==> src/rtl/lc3b_types.sv <==
// lc3b_types -- shared LC-3b types for the memory access path.
//   lc3b_opcode     : 4-bit LC-3b opcode encoding
//   lc3b_ipacket    : decoded control packet handed to the MEM stage
//   lc3b_memstate_t : state encoding of the memory access FSM
package lc3b_types;

   typedef enum logic [3:0] {
      op_br   = 4'b0000,
      op_add  = 4'b0001,
      op_ldb  = 4'b0010,
      op_stb  = 4'b0011,
      op_jsr  = 4'b0100,
      op_and  = 4'b0101,
      op_ldr  = 4'b0110,
      op_str  = 4'b0111,
      op_rti  = 4'b1000,
      op_not  = 4'b1001,
      op_ldi  = 4'b1010,
      op_sti  = 4'b1011,
      op_jmp  = 4'b1100,
      op_shf  = 4'b1101,
      op_lea  = 4'b1110,
      op_trap = 4'b1111
   } lc3b_opcode;

   typedef struct packed {
      lc3b_opcode opcode;
      logic       mem_read;
      logic       mem_write;
      logic       byte_op;
   } lc3b_ipacket;

   typedef enum logic [1:0] {
      IDLE = 2'd0,
      REQ1 = 2'd1,
      REQ2 = 2'd2,
      DONE = 2'd3
   } lc3b_memstate_t;

   // Only STR/STB write on the first access; STI's first access reads the pointer.
   function automatic logic first_access_is_write(input lc3b_opcode op);
      return (op == op_str) || (op == op_stb);
   endfunction

   function automatic logic is_indirect(input lc3b_opcode op);
      return (op == op_ldi) || (op == op_sti);
   endfunction

endpackage

==> src/rtl/byte_lane_unit.sv <==
// byte_lane_unit -- combinational byte-lane steering for the memory port.
//   i_byte_op     : access is a byte access (LDB/STB)
//   i_addr_lsb    : address bit 0, selects the byte lane
//   i_wdata       : store source data
//   i_rdata       : raw memory read data
//   o_byte_enable : lane enables (11 word, 01 low byte, 10 high byte)
//   o_wdata       : store data, low byte replicated on byte stores
//   o_load_data   : load result, selected byte sign-extended on byte loads
module byte_lane_unit (
   input  logic        i_byte_op,
   input  logic        i_addr_lsb,
   input  logic [15:0] i_wdata,
   input  logic [15:0] i_rdata,
   output logic [1:0]  o_byte_enable,
   output logic [15:0] o_wdata,
   output logic [15:0] o_load_data
);

   logic [7:0] w_lane;

   always_comb begin
      w_lane = i_addr_lsb ? i_rdata[15:8] : i_rdata[7:0];
      if (i_byte_op) begin
         o_byte_enable = i_addr_lsb ? 2'b10 : 2'b01;
         // Replicate so the byte lands correctly whichever lane is enabled.
         o_wdata       = {i_wdata[7:0], i_wdata[7:0]};
         o_load_data   = {{8{w_lane[7]}}, w_lane};
      end else begin
         o_byte_enable = 2'b11;
         o_wdata       = i_wdata;
         o_load_data   = i_rdata;
      end
   end

endmodule

==> src/rtl/mem_access_ctrl.sv <==
// mem_access_ctrl -- MEM-stage controller for LC-3b loads/stores, including
// the two-access indirect forms LDI/STI.
//   clk, reset        : clock, synchronous active-high reset
//   valid_in, ipacket : decoded op presented this cycle
//   addr_in, wdata_in : effective address and store data
//   mem_*             : memory port (request, byte enables, response)
//   stall             : freeze upstream while an access is in flight
//   rdata_out         : most recent load result (held between loads)
//   done              : one-cycle completion strobe
//   misalign          : misaligned word access flagged together with done
// Optional feature: define MISALIGN_CHECK_EN to reject misaligned word
// accesses (no request, straight to DONE with misalign). Without it, bit 0
// of word addresses is forced to 0 and misalign is tied low.
module mem_access_ctrl
   import lc3b_types::*;
(
   input  logic        clk,
   input  logic        reset,
   input  logic        valid_in,
   input  lc3b_ipacket ipacket,
   input  logic [15:0] addr_in,
   input  logic [15:0] wdata_in,
   output logic [15:0] mem_address,
   output logic [15:0] mem_wdata,
   output logic        mem_read,
   output logic        mem_write,
   output logic [1:0]  mem_byte_enable,
   input  logic [15:0] mem_rdata,
   input  logic        mem_resp,
   output logic        stall,
   output logic [15:0] rdata_out,
   output logic        done,
   output logic        misalign
);

   lc3b_memstate_t r_state;
   lc3b_opcode     r_opcode;
   logic [15:0]    r_addr;
   logic [15:0]    r_wdata;
   logic           r_byte;
   logic           r_mem_read;
   logic           r_mem_write;
   logic           r_done;
   logic [15:0]    r_rdata;

   logic           w_mem_op;
   logic           w_in_store;
   logic           w_indirect;
   logic           w_in_misalign;
   logic           w_ptr_misalign;
   logic [1:0]     w_be;
   logic [15:0]    w_wdata;
   logic [15:0]    w_load_data;

   assign w_mem_op   = valid_in & (ipacket.mem_read | ipacket.mem_write);
   assign w_in_store = first_access_is_write(ipacket.opcode);
   assign w_indirect = is_indirect(r_opcode);

`ifdef MISALIGN_CHECK_EN
   assign w_in_misalign  = ~ipacket.byte_op & addr_in[0];
   // The indirect pointer is always a word address.
   assign w_ptr_misalign = mem_rdata[0];
`else
   assign w_in_misalign  = 1'b0;
   assign w_ptr_misalign = 1'b0;
`endif

   byte_lane_unit u_lanes (
      .i_byte_op     (r_byte),
      .i_addr_lsb    (r_addr[0]),
      .i_wdata       (r_wdata),
      .i_rdata       (mem_rdata),
      .o_byte_enable (w_be),
      .o_wdata       (w_wdata),
      .o_load_data   (w_load_data)
   );

   always_ff @(posedge clk) begin
      if (reset) begin
         r_state     <= IDLE;
         r_opcode    <= op_br;
         r_addr      <= 16'h0000;
         r_wdata     <= 16'h0000;
         r_byte      <= 1'b0;
         r_mem_read  <= 1'b0;
         r_mem_write <= 1'b0;
         r_done      <= 1'b0;
         r_rdata     <= 16'h0000;
      end else begin
         case (r_state)
            IDLE: begin
               if (w_mem_op) begin
                  r_addr   <= addr_in;
                  r_wdata  <= wdata_in;
                  r_opcode <= ipacket.opcode;
                  r_byte   <= ipacket.byte_op;
                  if (w_in_misalign) begin
                     r_state <= DONE;
                     r_done  <= 1'b1;
                  end else begin
                     r_state     <= REQ1;
                     r_mem_read  <= ~w_in_store;
                     r_mem_write <= w_in_store;
                  end
               end
            end
            REQ1: begin
               if (mem_resp) begin
                  if (w_indirect) begin
                     // Reuse the address register for the pointer access.
                     r_addr <= mem_rdata;
                     r_byte <= 1'b0;
                     if (w_ptr_misalign) begin
                        r_state     <= DONE;
                        r_done      <= 1'b1;
                        r_mem_read  <= 1'b0;
                        r_mem_write <= 1'b0;
                     end else begin
                        r_state     <= REQ2;
                        r_mem_read  <= (r_opcode == op_ldi);
                        r_mem_write <= (r_opcode == op_sti);
                     end
                  end else begin
                     r_state     <= DONE;
                     r_done      <= 1'b1;
                     r_mem_read  <= 1'b0;
                     r_mem_write <= 1'b0;
                     if (r_mem_read) r_rdata <= w_load_data;
                  end
               end
            end
            REQ2: begin
               if (mem_resp) begin
                  r_state     <= DONE;
                  r_done      <= 1'b1;
                  r_mem_read  <= 1'b0;
                  r_mem_write <= 1'b0;
                  if (r_opcode == op_ldi) r_rdata <= w_load_data;
               end
            end
            DONE: begin
               r_state <= IDLE;
               r_done  <= 1'b0;
            end
            default: r_state <= IDLE;
         endcase
      end
   end

`ifdef MISALIGN_CHECK_EN
   logic r_misalign;
   logic w_to_done_mis;

   // High exactly in the DONE cycle entered through a misaligned access.
   assign w_to_done_mis = ((r_state == IDLE) & w_mem_op & w_in_misalign) |
                          ((r_state == REQ1) & mem_resp & w_indirect & w_ptr_misalign);

   always_ff @(posedge clk) begin
      if (reset) r_misalign <= 1'b0;
      else       r_misalign <= w_to_done_mis;
   end

   assign misalign = r_misalign;
`else
   assign misalign = 1'b0;
`endif

   assign mem_address     = r_byte ? r_addr : {r_addr[15:1], 1'b0};
   assign mem_wdata       = w_wdata;
   assign mem_read        = r_mem_read;
   assign mem_write       = r_mem_write;
   assign mem_byte_enable = (r_mem_read | r_mem_write) ? w_be : 2'b00;
   assign stall           = (r_state == REQ1) | (r_state == REQ2) |
                            ((r_state == IDLE) & w_mem_op);
   assign rdata_out       = r_rdata;
   assign done            = r_done;

endmodule

==> config.mk <==
export PLATFORM = sky130hd
export DESIGN_NAME = mem_access_ctrl
export DESIGN_NICKNAME = d
export VERILOG_FILES = /design/src/rtl/lc3b_types.sv /design/src/rtl/byte_lane_unit.sv /design/src/rtl/mem_access_ctrl.sv
export SDC_FILE = /design/constraint.sdc
export NUM_CORES = 1
export LEC_CHECK = 0
export ABC_AREA = 0
export CAP_MARGIN = 0
export CORE_ASPECT_RATIO = 0.75
export CORE_MARGIN = 3
export CORE_UTILIZATION = 40
export CTS_CLUSTER_DIAMETER = 60
export DETAILED_ROUTE_END_ITERATION = 10
export PLACE_DENSITY_LB_ADDON = 0.1
export SYNTH_ARGS = -nofsm -noshare
export SYNTH_HDL_FRONTEND = slang
export SYNTH_SLANG_ARGS = --single-unit
==> constraint.sdc <==
create_clock -name clk -period 1.55 [get_ports clk]
set_input_delay 0.465 -clock clk [delete_from_list [all_inputs] [get_ports clk]]
set_output_delay 0.465 -clock clk [all_outputs]
set_load 0.03 [all_outputs]
## After elaboration in Yosys (flattened, before gate mapping)

Cells that the tools add are included.

| storage, ports and cells | value |
|---|---|
| flip-flop bits (word level) | 58 |
| bits of input ports | 59 |

| cells by class | value |
|---|---|
| muxes and demuxes | 39 |
| equality and inequality tests | 14 |
| bitwise logic cells | 8 |
| reduce and logical (&&, ||, !) cells | 12 |

Operator list:

| kind | number |
|---|---|
| 2-to-1 mux 16 bit | 10 |
| one-hot mux 16 bit (2 select lines) | 2 |
| 2-to-1 mux 1 bit | 15 |
| inequality test 2 bit (second input constant) | 7 |
| 2-to-1 mux 2 bit | 6 |
| AND reduction 4 bit | 3 |
| one-hot mux 1 bit (3 select lines) | 3 |
| equality test 4 bit (second input constant) | 2 |
| 2-to-1 mux 8 bit | 1 |
| one-hot mux 2 bit (4 select lines) | 1 |
| AND reduction 6 bit | 1 |
| equality test 2 bit (second input constant) | 2 |
| equality test 4 x 2 -> 1 bit (second input constant) | 1 |
| equality test 4 x 3 -> 1 bit (second input constant) | 1 |
| OR 1 bit | 4 |
| nonzero test 2 bit | 2 |
| AND reduction 3 bit | 1 |
| nonzero test 3 bit | 1 |
| AND 1 bit | 2 |
| equality test 2 x 1 -> 1 bit (second input constant) | 1 |
| zero test 2 bit | 1 |
| logical OR 1 bit | 2 |
| NOT 1 bit | 2 |
| one-hot mux 1 bit (2 select lines) | 1 |
| AND reduction 2 bit | 1 |

## Depth between registers and ports, before layout

| depth | value |
|---|---|
| depth after elaboration | 6 |
| gate-level depth with buffers | 9 |
| gate-level depth less buffers | 6 |

## By module

A second synthesis with hierarchy kept.

| unflattened totals | value |
|---|---|
| cell total of the unflattened synthesis | 328 |
| area, all modules | 3006.6 sq um |

By module, submodules not included:

| module | cells an instance | times used | area each (sq um) | sequential area each (sq um) |
|---|---|---|---|---|
| mem_access_ctrl | 283 | 1 | 2627.5 | 1161.1 |
| byte_lane_unit | 45 | 1 | 379.1 | 0.0 |

## Worst setup path after synthesis

OpenSTA, ideal clock, no wires.

| timing | value |
|---|---|
| path type | register to output |
| start point | register r_byte |
| end point | output mem_byte_enable[0] |
| data required time | 1085 ps |
| cell stages (with the launch flop) | 5 |
| setup slack | -463 ps |
| arrival time | 1548 ps |
| path through | dfxtp_1 buf_2 nand2_1 clkinv_1 nor2_1 |

| on the way | value |
|---|---|
| cells in the longest elaborated chain, start to end | 2 |

Ends and longest elaborated chain:

| what | RTL line | text |
|---|---|---|
| start: declaration | mem_access_ctrl.sv:40 | `logic r_byte;` |
| start signal: assignment | mem_access_ctrl.sv:96 | `r_byte <= ipacket.byte_op;` |
| 2-to-1 mux 2 bit | byte_lane_unit.sv:23 | `if (i_byte_op) begin` |
| 2-to-1 mux 2 bit | mem_access_ctrl.sv:172 | `assign mem_byte_enable = (r_mem_read \| r_mem_write) ? w_be : 2'b00;` |
| end: declaration | mem_access_ctrl.sv:27 | `output logic [1:0] mem_byte_enable,` |

No other way between the ends.

## Worst setup path in the final report

| timing | value |
|---|---|
| start point | register r_state[0] |
| end point | output stall |

| on the way | value |
|---|---|
| cells in the longest elaborated chain, start to end | 3 |
| elaborated cells on any way between the ends | 6 |

Ends and longest elaborated chain:

| what | RTL line | text |
|---|---|---|
| start: declaration | mem_access_ctrl.sv:36 | `lc3b_memstate_t r_state;` |
| start signal: assignment | mem_access_ctrl.sv:80 | `r_state <= IDLE;` |
| start signal: assignment | mem_access_ctrl.sv:98 | `r_state <= DONE;` |
| start signal: assignment | mem_access_ctrl.sv:101 | `r_state <= REQ1;` |
| equality test 2 x 1 -> 1 bit (tied with other cells) | mem_access_ctrl.sv:173 | `assign stall = (r_state == REQ1) \| (r_state == REQ2) \|` |
| OR 1 bit / AND 1 bit (equally long branches) | mem_access_ctrl.sv:173, mem_access_ctrl.sv:174 |  |
| OR 1 bit (*) | mem_access_ctrl.sv:173 |  |
| end: declaration | mem_access_ctrl.sv:30 | `output logic stall,` |

Every way passes the cells marked *; elsewhere a longest branch is shown, timed or not.

==> metrics.yaml <==
status:
  status: "complete, but fails checks"
  violations: "negative setup slack"
yosys:
  async_reset_ff_share_pct: 0
  dominantRegCellSynth: "dfxtp_1"
  yosysUniqueCellTypes: 42
  avgSynthCellArea_um2: 9.19
  yosysWarningCount: 0
  synth_edf_count: 0
  synth_top_area_share_pct: 40.0
  syn_area_mm2: 0.00291
  synth-seq-cells: 58
  post-synth-top-area-cell: "dfxtp_1"
  synth_fp_nets: 379
  synth_cells: 316
  synth_area_leaders: "dfxtp_1, nand2_1, a211oi_2"
  ys_seq_area_share_pct: 40.0
power_and_ir_drop:
  p_int_mw: 6.84
  power.density_mw_per_mm2: 2140
  power.total_mw: 11.7
  power_leakage_nw: 2.16
  switching_power_mw: 4.84
  clock_power_share_pct: 15.5
  p_seq_share_pct: 19.9
  comb_power_share_pct: 64.6
  sw_frac_of_total_pct: 41.4
  vdd_drop_max_mv: 1.23
clock_tree:
  clock_latency_ns: 0.35
  clkSinkCount: 58
  cts_buffer_depth: 2
  cts_tree: "done"
  htreeDepth: 3
  numCtsBuffers: 9
  ctsHoldBuffers: 0
  path_clk_slew_ns: 0.07
  root_buffer: "clkbuf_8"
setup_path:
  critPathBufInv: 3
  path_max_fanout: 2
  required_ns: 1.08
  critPathLaunchType: "flop"
  path_class: "flop to primary output"
  r2r_setup_slack_ns: -0.27
  cp_data_arrival_time_ns: 1.36
  path_cells: "inv_4, ha_4, inv_2, or2_4, nand2b_4, buf_6"
  crit_path_max_incr_delay_ns: 0.36
  worstSetupEndpointType: "primary output"
  r2r-end: "rdata_out[11]"
  reg2reg_depth: 9
  r2r_start: "r_state[1]"
  critPathTopFamily: "flip-flops"
  cp_slowest_cell: "dfxtp_4"
finish:
  mostFrequentLayoutCells: "nand2_1, dfxtp_1, clkdlybuf4s50_1, buf_4, buf_6"
  drive_gt1_share_pct: 49.9
  post-route-cell-area_mm2: 0.00547
  multiInputGateArea_mm2: 0.00202
  area_growth_pct: 88.4
  diodes: 0
  seqCellArea_mm2: 0.00117
  nets: 543
  final_common_cell: "nand2_1"
  fill_cells: 447
timing:
  finalCriticalPeriod_ns: 1.82
  skew_ns: 0.0147
  setup_viol: 50
  fin_ws_ns: -0.274
  whs_ns: 0.455
  hold_viol_final: 0
  max_freq_mhz: 548
  finalCritPeriodShare_pct: 118
  rsz0062_at_grt: "yes"
  slew_viol_final: 0
floorplanning:
  coreArea_mm2: 0.00693
  io_pins: 114
  die_h_um: 79.8
  die_w_um: 104
  rows: 26
  dieArea_mm2: 0.00833
  start_util_pct: 41.9
global_routing:
  antenna_found_initial: 0
  grt_max_degree: 23
  grt_pass1_wl_um: 16500
  grt_pass1_vias: 3109
  grt-ovfl-total: 0
  grt_use_total_pct: 25.4
route:
  via_per_inst: 5.12
  finalWirelength_um: 10800
  firstDrtPassIters: 4
  wl_per_cell_um: 18.5
  postRouteAntennaNets: 0
  remaining_drc_errors: 0
  drt-initial-drc-count: 150
  vias: 2985
job:
  max_cap_viol_count: 0
min_path:
  hold_end: "r_wdata[10]"
  holdPathStages: 2
  holdCritStartpoint: "r_wdata[10]"
  min_path_type: "flop to flop"
placed_design:
  placedInstanceArea_mm2: 0.00439
  dp_hpwl_um: 6240
  globalplace.congestion: 0.841
  numPortBuffers: 112
## power groups by stage
stage | Sequential [mW] | Combinational (mW) | Clock (mW)
6_report | 2.33 | 7.54 | 1.81
5_1_grt | 2.38 | 7.96 | 1.88
4_1_cts | 2.27 | 6.74 | 1.84
3_5_place_dp | 2.19 | 5.19 | 0
3_3_place_gp | 2.19 | 5.12 | 0
2_1_floorplan | 2.65 | 2.89 | 0
## area by class of cell
class | count | share of cell area (%)
Clock buffer | 12 | 2.83
Clock inverter | 4 | 1.78
Inverter | 5 | 0.526
Multi-Input combinational cell | 225 | 36.9
Sequential cell | 58 | 21.4
Tap cell | 98 | 2.24
Timing Repair Buffer | 181 | 34.4
## sequential cells by signal, indices dropped and copies added (netlist names), 2 cells and up
name / flops
r_addr: 16
r_state: 2
rdata_out: 16
r_opcode: 4
r_wdata: 16
## synth_stat cells, types with 2 or more instances
master	instances
buf_4	9
and3b_1	2
nor2b_1	3
nand2_1	58
nor3_1	3
dfxtp_1	58
clkbuf_1	10
a311oi_1	5
buf_2	3
mux2_2	9
inv_1	4
buf_6	6
nand2b_1	11
buf_1	2
ha_1	4
a21oi_1	38
a211oi_2	17
a211oi_1	9
mux2i_1	18
nor2_1	23
a311oi_2	3
## timing repair
item,in CTS,in global routing
setup endpoints to repair,76,58
setup buffers,20,12
pin swaps,33,27
gates resized for setup,228,53
cloned,7,0
## cell families (layout without fill, tap and decap cells)
| family | count (synthesis) | count (layout) | share of synthesized area, % |
|---|---|---|---|
| DFF | 58 | 58 | 40.0 |
| other | 1 | 1 | 0.129 |
| buffers and inverters | 35 | 202 | 7.36 |
| AOI/OAI and AO/OA | 81 | 81 | 22.5 |
| muxes | 28 | 28 | 10.5 |
| and+or+nand+nor | 109 | 111 | 17.8 |
| adders and majority gates | 4 | 4 | 1.72 |
## tightest hold or removal path, delay by kind of cell (launching register included)
family	cells	cell delay (ns)
flip-flops	1	0.31
AND/OR/NAND/NOR	1	0.05
AO/OA/AOI/OAI	1	0.05
## metal layers
metal / vias up / share of wire, % / GRT usage (%)
li1: 1428 / - / -
met1: 1414 / 44 / 32.6
met2: 119 / 46 / 40.5
met3: 24 / 7.4 / 7.19
met4: 0 / 2.8 / 10.2
met5: - / 0 / 0
## per-stage QoR
stage	instances	util [%]	setup slack, ns	TNS [ns]
after floorplan	316	-	-0.108	-1.72
final	583	79.0	-0.274	-9.19
after detailed placement	534	63.3	-0.531	-23.14
after global placement	534	63.3	-0.462	-21.30
after global routing	583	79.0	-0.322	-11.52
after CTS	577	77.3	-0.277	-7.28
## worst max path at each step
| stage | startpoint | to | slack (ns) | cells after the start |
|---|---|---|---|---|
| 5_1_grt | r_state[0] | stall | -0.32 | 6 |
| 3_3_place_gp | mem_resp | rdata_out[10] | -0.46 | 6 |
| 4_1_cts | r_state[0] | stall | -0.28 | 6 |
| 2_1_floorplan | r_state[1] | rdata_out[10] | -0.11 | 7 |
| 6_report | r_state[0] | stall | -0.27 | 6 |
| 3_5_place_dp | mem_resp | rdata_out[3] | -0.53 | 6 |
Power figures use the tool's default switching activity.
